[config.mk]
export PLATFORM = sky130hd
export DESIGN_NAME = acc_pc_unit_flat
export DESIGN_NICKNAME = d
export VERILOG_FILES = /design/src/rtl/acc_pc_unit_if.sv /design/src/rtl/acc_pc_unit.sv /design/src/flat_wrapper.sv
export SDC_FILE = /design/constraint.sdc
export NUM_CORES = 1
export LEC_CHECK = 0
export CAP_MARGIN = 20
export CELL_PAD_IN_SITES_DETAIL_PLACEMENT = 1
export CELL_PAD_IN_SITES_GLOBAL_PLACEMENT = 2
export CORE_MARGIN = 1
export CORE_UTILIZATION = 30
export CTS_BUF_LIST = sky130_fd_sc_hd__clkbuf_8
export CTS_CLUSTER_DIAMETER = 200
export DETAILED_ROUTE_END_ITERATION = 16
export PLACE_DENSITY_LB_ADDON = 0.05
export SYNTH_ARGS = -nofsm -noshare
export SYNTH_HDL_FRONTEND = slang
export SYNTH_SLANG_ARGS = --single-unit
[constraint.sdc]
create_clock -name clk -period 3.4 [get_ports clk]
set_input_delay 0.51 -clock clk [delete_from_list [all_inputs] [get_ports clk]]
set_output_delay 0.51 -clock clk [all_outputs]
set_load 0.03 [all_outputs]
[src/rtl/acc_pc_unit_if.sv]
// Operand/jump inputs and accumulator/PC outputs of acc_pc_unit grouped into one bus.
// The master drives operands and jumps; the slave (the unit) drives the results.
interface acc_pc_unit_if #(
    parameter int WIDTH = 16
);
    logic [WIDTH-1:0] data_in;
    logic             jump;
    logic [WIDTH-1:0] jump_addr;
    logic [WIDTH-1:0] acc;
    logic             acc_carry;
    logic             acc_zero;
    logic [WIDTH-1:0] pc;

    modport master (
        output data_in, jump, jump_addr,
        input  acc, acc_carry, acc_zero, pc
    );

    modport slave (
        input  data_in, jump, jump_addr,
        output acc, acc_carry, acc_zero, pc
    );
endinterface

[src/rtl/acc_pc_unit.sv]
// Free-running accumulator with carry-out plus program counter with jump load.
// Both registers update on every rising edge and clear asynchronously on reset=0.
module acc_pc_unit #(
    parameter int WIDTH    = 16,
    parameter int PC_STEP  = 1,
    parameter int PC_RESET = 0
) (
    input  logic         clk,
    input  logic         reset,
    acc_pc_unit_if.slave bus
);
    localparam logic [WIDTH-1:0] PC_STEP_V  = WIDTH'(PC_STEP);
    localparam logic [WIDTH-1:0] PC_RESET_V = WIDTH'(PC_RESET);

    logic [WIDTH-1:0] r_acc;
    logic             r_carry;
    logic [WIDTH-1:0] r_pc;
    logic [WIDTH:0]   w_sum;
    logic [WIDTH-1:0] w_pc_next;

    // One extra bit so the carry-out falls out of the same adder.
    assign w_sum     = {1'b0, r_acc} + {1'b0, bus.data_in};
    assign w_pc_next = bus.jump ? bus.jump_addr : (r_pc + PC_STEP_V);

    always_ff @(posedge clk or negedge reset) begin
        if (!reset) begin
            r_acc   <= '0;
            r_carry <= 1'b0;
            r_pc    <= PC_RESET_V;
        end else begin
            r_acc   <= w_sum[WIDTH-1:0];
            r_carry <= w_sum[WIDTH];
            r_pc    <= w_pc_next;
        end
    end

    assign bus.acc       = r_acc;
    assign bus.acc_carry = r_carry;
    assign bus.acc_zero  = (r_acc == '0);
    assign bus.pc        = r_pc;
endmodule

[src/flat_wrapper.sv]
// flat-port wrapper written by rule: the top's interface ports become plain ports
module acc_pc_unit_flat 
#(
    parameter int WIDTH    = 16,
    parameter int PC_STEP  = 1,
    parameter int PC_RESET = 0
)
  (clk, reset, bus_data_in, bus_jump, bus_jump_addr, bus_acc, bus_acc_carry, bus_acc_zero, bus_pc);
  acc_pc_unit_if #(.WIDTH(WIDTH)) bus_i ();
  input  logic clk;
  input  logic reset;
  input wire logic [$bits(bus_i.data_in)-1:0] bus_data_in;
  input wire logic [$bits(bus_i.jump)-1:0] bus_jump;
  input wire logic [$bits(bus_i.jump_addr)-1:0] bus_jump_addr;
  output wire logic [$bits(bus_i.acc)-1:0] bus_acc;
  output wire logic [$bits(bus_i.acc_carry)-1:0] bus_acc_carry;
  output wire logic [$bits(bus_i.acc_zero)-1:0] bus_acc_zero;
  output wire logic [$bits(bus_i.pc)-1:0] bus_pc;
  assign bus_i.data_in = bus_data_in;
  assign bus_i.jump = bus_jump;
  assign bus_i.jump_addr = bus_jump_addr;
  assign bus_acc = bus_i.acc;
  assign bus_acc_carry = bus_i.acc_carry;
  assign bus_acc_zero = bus_i.acc_zero;
  assign bus_pc = bus_i.pc;
  acc_pc_unit #(.WIDTH(WIDTH), .PC_STEP(PC_STEP), .PC_RESET(PC_RESET)) u_core (.clk(clk), .reset(reset), .bus(bus_i));
endmodule
==> results of run 1 <==
==> per-stage QoR <==
| step | setup slack, ns | utilization | area [µm²] |
|---|---|---|---|
| after global routing | 0.6737 | 0.4490 | 2917 |
| after floorplan | 1.171 | - | 2057 |
| final | 0.7007 | 0.4490 | 2917 |
| after CTS | 0.7032 | 0.4490 | 2917 |
| after global placement | 0.6748 | 0.4363 | 2834 |
| after detailed placement | 0.5985 | 0.4363 | 2834 |
==> routing by layer <==
layer / up-vias / GRT usage / part of all wire
met1: 893 / 0.2200 / 0.48
li1: 918 / - / -
met2: 45 / 0.2727 / 0.45
met3: 8 / 0.03638 / 0.048
met4: 0 / 0.05239 / 0.018
met5: - / 0 / 0
==> worst paths after layout <==
kind	endpoint	slack, ns	cells past startpoint
setup / recovery	bus_acc_zero	0.70	3
max in group asynchronous	u_core.bus.acc[12]	2.44	2
hold / removal	u_core.bus.pc[0]	0.58	1
min in group asynchronous	u_core.bus.pc[2]	0.64	2
hold reg to reg	u_core.bus.pc[0]	0.58	1
setup reg to reg	u_core.bus.acc_carry	1.09	7
==> flip-flops by register name (all words and copies together), names as in the netlist <==
signal / count
u_core.bus.acc: 16
u_core.bus.pc: 16
u_core.bus.acc_carry: 1
==> logic make-up after synthesis <==
family,Yosys count
multiplexers,1
XOR/XNOR,25
AO/OA/AOI/OAI,54
flip-flops,33
AND/OR/NAND/NOR,72
buffers and inverters,10
adder cells (fa/ha/maj),18
==> worst max-delay path: stages (launching register included) <==
cell,delay (ns)
sky130_fd_sc_hd__dfrtp_1,0.44
sky130_fd_sc_hd__nor4_1,0.52
sky130_fd_sc_hd__and4_1,0.28
sky130_fd_sc_hd__clkdlybuf4s50_1,0.67
==> cell usage in the layout, fill, tap and decap left out, types with 9 or more instances in the layout <==
| master | netlist | final |
|---|---|---|
| sky130_fd_sc_hd__o21ai_0 | 10 | 10 |
| sky130_fd_sc_hd__xor2_1 | 10 | 10 |
| sky130_fd_sc_hd__ha_1 | 17 | 17 |
| sky130_fd_sc_hd__o21ai_1 | 13 | 13 |
| sky130_fd_sc_hd__clkdlybuf4s50_1 | 0 | 68 |
| sky130_fd_sc_hd__xnor2_1 | 15 | 15 |
| sky130_fd_sc_hd__dfrtp_1 | 33 | 33 |
| sky130_fd_sc_hd__nand3_1 | 9 | 9 |
| sky130_fd_sc_hd__a21oi_1 | 13 | 13 |
| sky130_fd_sc_hd__nand2_1 | 26 | 26 |
==> final cells by class <==
| type | instances | area (µm²) |
|---|---|---|
| clock buffers | 5 | 68.82 |
| clock inverters | 3 | 13.76 |
| fillers | 764 | 3578 |
| inverters | 6 | 22.52 |
| multi-input cells | 170 | 1194 |
| flip-flops and latches | 33 | 825.8 |
| well taps | 77 | 96.34 |
| repair buffers | 70 | 695.7 |
==> power breakdown <==
part	internal (mW)	switching [mW]	total [mW]
clock	0.139	0.153	0.292
combinational	0.638	0.825	1.46
sequential	0.530	0.131	0.661
total	1.31	1.11	2.41
==> summary.md, run 1 <==
| Metric | Value |
|---|---|
| Distinct cell type count of the synthesized netlist | `41` |
| Count of buffers added by post-CTS timing repair for setup | `0` |
| Cell types occupying the most area after synthesis | `sky130_fd_sc_hd__dfrtp_1 (40%), sky130_fd_sc_hd__ha_1 (10%), sky130_fd_sc_hd__xnor2_1 (6.4%)` |
| Antenna violations before repair | `0` |
| Synth area leader | `sky130_fd_sc_hd__dfrtp_1` |
| Critical path required time | `2.89 ns` |
| First-pass GRT wire length | `9494 µm` |
| Final net count | `339` |
| Total Routed Length | `5566 µm` |
| Share of the synthesized netlist area taken by xor and xnor gates | `0.1064` |
| Worst setup path class | `flip-flop to output port` |
| Gate count after technology mapping | `213` |
| Synth Warn # | `0` |
| Worst vdd ir | `375.2 µV` |
| Most frequently used cell type in the post-synthesis netlist | `sky130_fd_sc_hd__dfrtp_1` |
| Wirelength per Cell | `15.29 µm` |
| Fraction of layout instances using a drive strength above 1 | `0.06620` |
| Power density over the cells | `828.0 nW/µm²` |
| Via density per instance | `5.121` |
| Top FF cell, synth | `sky130_fd_sc_hd__dfrtp_1` |
| Clock-pin slew of the registers on the worst-case setup and hold paths | `0.07 ns` |
| TNS Setup | `0 ns` |
| Global route total overflow | `0` |
| Io pins | `69` |
| Post-detailed-route DRC marker count | `8` |
| Main combinational cell family by area after synthesis | `simple AND/OR/NAND/NOR gates` |
| Total Die Area | `7192 µm²` |
| Sort of element at the start of the critical path | `flip-flop` |
| Placed wire-length estimate | `4284 µm` |
| Crit share post-route | `0.7939` |
| Via count of the first global-routing pass | `1949` |
| Number of clock sinks | `33` |
| Initial core utilization | `0.3167` |
| Largest net degree at the start of global routing | `34` |
| Pin slew with the least headroom to its limit | `0.7170 ns` |
| Cell row count | `29` |
| Resized cells post-CTS | `0` |
| Hold-fix buffers, CTS | `0` |
| Unrepaired setup endpoints after global routing | `false` |
| Synthesized-area fraction occupied by ao, oa, aoi and oai cells | `0.1667` |
| Core area | `6495 µm²` |
| Root Driver | `sky130_fd_sc_hd__clkbuf_8` |
| Run status | `finished, violations left` |
| Beginning of the critical path | `u_core.bus.acc[10]` |
| Category of the worst setup path capture point | `output port` |
| Final-report hold violation count | `0` |
| Number of non-filler instances in the completed layout | `364` |
| Drt initial violations | `37` |
| Net count after synthesis | `266` |
| Antenna diode count | `0` |
| Placed cells | `356` |
| CTS H-tree lvls | `2` |
| Max-cap check violation count | `0` |
| Number of endpoints failing setup at the final stage | `0` |
| Violations in the final reports | `design-rule violations` |
| Syn-to-layout area delta | `41.79%` |
| Port-buffer cells | `68` |
| Register area share after synthesis | `0.4015` |
| Worst-case hold slack | `0.5820 ns` |
| Worst skew pair latency | `0.28 ns` |
| X dimension of the die | `84.81 µm` |
| Number of enable flip-flop cells after synthesis | `0` |
| Max-slew violation count | `0` |
| Worst endpoint data arrival time | `2.19 ns` |
| Via count of the routed design | `1864` |
| Fin Clk Skew | `0.002268 ns` |
| Post-route antenna net violation count | `0` |
| Hold Startpoint | `u_core.bus.pc[0]` |
| TritonCTS clock tree | `built` |
| Rel. slew slack | `0.5205` |
| Adder-cell share of the synthesized area | `0.1131` |
| Static leakage | `1.191 nW` |
| Fin crit period | `2.699 ns` |
| All-Layer GR Usage | `0.1667` |
| Bufs on Longest Clock Path | `2` |
| Synth top area share | `0.4015` |
| R2r startpoint | `u_core.bus.acc[0]` |
| Worst min-delay path class | `flip-flop to flip-flop` |
| Synthesized flop and latch total | `33` |
| Share of synthesized area spent on multiplexers | `0.005474` |
| Die outline height | `84.81 µm` |
| Top cells by instance count after synthesis | `sky130_fd_sc_hd__dfrtp_1 (33), sky130_fd_sc_hd__nand2_1 (26), sky130_fd_sc_hd__ha_1 (17), sky130_fd_sc_hd__xnor2_1 (15)` |
| Peak fanout along the critical path | `3` |
| Number of detailed-routing iterations run before antenna repair | `11` |
| Overall power after layout | `2.415 mW` |
| Highest clock rate | `370.5 MHz` |
| Avg Cell Area, Syn | `9.657 µm²` |
| Number of clock buffers inserted by TritonCTS | `5` |
| Final GP Congestion | `0.7758` |
| Post-synthesis async set-or-reset flop share | `1.000` |
| Share of synthesized cell area in and, or, nand and nor gates | `0.1886` |
| Synthesized cell area | `2057 µm²` |
Power figures use the tool's default switching activity.
==> run 2, diff against run 1 <==
--- a/config.mk
+++ b/config.mk
@@ -9,7 +9,7 @@
 export CELL_PAD_IN_SITES_DETAIL_PLACEMENT = 1
 export CELL_PAD_IN_SITES_GLOBAL_PLACEMENT = 2
 export CORE_MARGIN = 1
-export CORE_UTILIZATION = 30
+export CORE_UTILIZATION = 28
 export CTS_BUF_LIST = sky130_fd_sc_hd__clkbuf_8
 export CTS_CLUSTER_DIAMETER = 200
 export DETAILED_ROUTE_END_ITERATION = 16
==> constraint.sdc (replaced) <==
create_clock -name clk -period 2.65 [get_ports clk]
set_input_delay 0.3975 -clock clk [delete_from_list [all_inputs] [get_ports clk]]
set_output_delay 0.3975 -clock clk [all_outputs]
set_load 0.03 [all_outputs]
==> summary.md, run 2 (synthesis gave the netlist of run 1 again) <==
| Metric | Value |
|---|---|
| Fin Clk Skew | `0.002138 ns (-0.0001305 ns)` |
| Final net count | `340 (+0.29%)` |
| Initial core utilization | `0.2962 (-0.02049)` |
| Final-report hold violation count | `0 (unchanged)` |
| X dimension of the die | `87.71 µm (+3.4%)` |
| Highest-delay cell along the critical path | `sky130_fd_sc_hd__clkdlybuf4s50_1` |
| Io pins | `69 (unchanged)` |
| Fraction of layout instances using a drive strength above 1 | `0.07292 (+0.006715)` |
| Placed wire-length estimate | `4511 µm (+5.3%)` |
| Most common library cell in the layout ignoring fill and taps | `sky130_fd_sc_hd__clkdlybuf4s50_1` |
| Clock-pin slew of the registers on the worst-case setup and hold paths | `0.07 ns (about the same)` |
| Total Die Area | `7693 µm² (+7.0%)` |
| Worst endpoint data arrival time | `2.11 ns (-0.08 ns)` |
| Critical path required time | `2.25 ns (-0.64 ns)` |
| Final GP Congestion | `0.7904 (+1.9%)` |
| Via count of the routed design | `1847 (-0.91%)` |
| Worst min-delay path class | `input pin to asynchronous set/reset pin` |
| Worst vdd ir | `469.3 µV (+25%)` |
| Count of buffers added by post-CTS timing repair for setup | `0 (unchanged)` |
| All-Layer GR Usage | `0.1606 (-0.006171)` |
| Area of combinational cells with multiple inputs | `1194 µm² (unchanged)` |
| Via density per instance | `4.810 (-6.1%)` |
| Run status | `completed` |
| Resized cells post-CTS | `0 (unchanged)` |
| Max-cap check violation count | `0 (unchanged)` |
| Number of clock sinks | `33 (unchanged)` |
| Global route total overflow | `0 (unchanged)` |
| Root Driver | `sky130_fd_sc_hd__clkbuf_8` |
| Worst skew pair latency | `0.28 ns (about the same)` |
| Static leakage | `1.201 nW (+0.83%)` |
| Unrepaired setup endpoints after global routing | `false` |
| Category of the worst setup path capture point | `output port` |
| Number of detailed-routing iterations run before antenna repair | `4 (-7)` |
| Sequence of cells on the critical path | `nor4_1 > and4_1 > clkdlybuf4s50_1` |
| Bufs on Longest Clock Path | `2 (unchanged)` |
| Core area | `6944 µm² (+6.9%)` |
| Number of clock buffers inserted by TritonCTS | `5 (unchanged)` |
| Sort of element at the start of the critical path | `flip-flop` |
| Fillers | `796 (+4.2%)` |
| Die outline height | `87.71 µm (+3.4%)` |
| Pin slew with the least headroom to its limit | `0.4405 ns (-0.2765 ns)` |
| Post-route antenna net violation count | `0 (unchanged)` |
| Antenna violations before repair | `0 (unchanged)` |
| Fin crit period | `2.507 ns` |
| Power density over the cells | `1067 nW/µm² (+29%)` |
| Sequential cell area | `825.8 µm² (unchanged)` |
| Highest clock rate | `398.9 MHz` |
| Via count of the first global-routing pass | `1930 (-0.97%)` |
| First-pass GRT wire length | `9446 µm (-0.51%)` |
| Port-buffer cells | `68 (unchanged)` |
| Crit share post-route | `0.9461` |
| Hold-fix buffers, CTS | `0 (unchanged)` |
| Post-detailed-route DRC marker count | `0 (-8)` |
| TNS Setup | `0 ns (unchanged)` |
| Rel. slew slack | `0.7032 (+0.1827)` |
| Placement Cell Area | `2865 µm² (+1.1%)` |
| Total Routed Length | `5752 µm (+3.3%)` |
| Crit path largest cell delay | `0.67 ns (about the same)` |
| Wirelength per Cell | `14.98 µm (-2.0%)` |
| Highest-count cells in the layout ignoring fill and taps | `sky130_fd_sc_hd__clkdlybuf4s50_1 (68), sky130_fd_sc_hd__dfrtp_1 (33), sky130_fd_sc_hd__nand2_1 (26), sky130_fd_sc_hd__ha_1 (17), sky130_fd_sc_hd__xnor2_1 (15)` |
| Cell area after layout | `2967 µm² (+1.7%)` |
| TritonCTS clock tree | `built` |
| Max-slew violation count | `0 (unchanged)` |
| CTS H-tree lvls | `2 (unchanged)` |
| Drt initial violations | `26 (-30%)` |
| Antenna diode count | `0 (unchanged)` |
| Largest net degree at the start of global routing | `34 (unchanged)` |
| Worst setup path class | `flip-flop to output port` |
| Cell row count | `30 (+3.4%)` |
| Syn-to-layout area delta | `44.22%` |
| Number of endpoints failing setup at the final stage | `0 (unchanged)` |
| Peak fanout along the critical path | `4 (+1)` |
run 2: changes by cell type in the layout (fill, tap and decap cells not counted), sizes merged:
cell,before,now
clkbuf,5,7
clkinv,2,1
buf,2,3
inv,7,6
run 2: power breakdown:
part / switching, mW / leakage [nW] / internal (mW)
combinational: 1.06 / 0.755 / 0.818
clock: 0.197 / 0.0542 / 0.235
sequential: 0.169 / 0.392 / 0.680
run 2: worst paths after layout:
check	start	to	slack, ns	cells after the start
worst min register to register	u_core.bus.acc[0]	u_core.bus.acc[0]	0.56	1
worst min-delay path	reset	u_core.bus.pc[2]	0.53	2
worst max-delay path	u_core.bus.acc[1]	bus_acc_zero	0.14	3
worst max register to register	u_core.bus.acc[0]	u_core.bus.acc[8]	0.42	7
max in group asynchronous	reset	u_core.bus.pc[15]	1.80	2
min in group clk	u_core.bus.acc[0]	u_core.bus.acc[0]	0.56	1
run 2: per-layer routing:
metal | vias to the layer above | share of wire | GRT usage
met1 | 881 | 0.48 | 0.2086
met4 | 0 | 0.0099 | 0.04471
li1 | 916 | - | -
met2 | 45 | 0.47 | 0.2692
met5 | - | 0 | 0
met3 | 5 | 0.042 | 0.03393
run 2: worst max-delay path, delay by kind of cell, from the launching register on:
family | cells | cell delay (ns)
simple gates | 2 | 0.71
flops | 1 | 0.44
buf+inv | 1 | 0.67
run 2: final cells by class:
type | count | area share
Clock buffer | 7 | 0.03248
Clock inverter | 1 | 0.001687
Inverter | 6 | 0.007592
Multi-Input combinational cell | 170 | 0.4024
Sequential cell | 33 | 0.2784
Tap cell | 96 | 0.04049
Timing Repair Buffer | 71 | 0.2370
run 2: stage by stage:
step	util	std cells	power (mW)	worst slack (ns)	hold slack [ns]
finish	0.4272	384	3.164	0.1429	0.5262
global route	0.4272	384	3.405	0.02600	0.5615
CTS	0.4272	384	3.209	0.09847	0.5383
detailed placement	0.4126	376	2.757	0.01614	0.5685
global placement	0.4126	376	2.748	0.02390	0.5542
floorplan	-	213	2.090	0.4205	0.1019
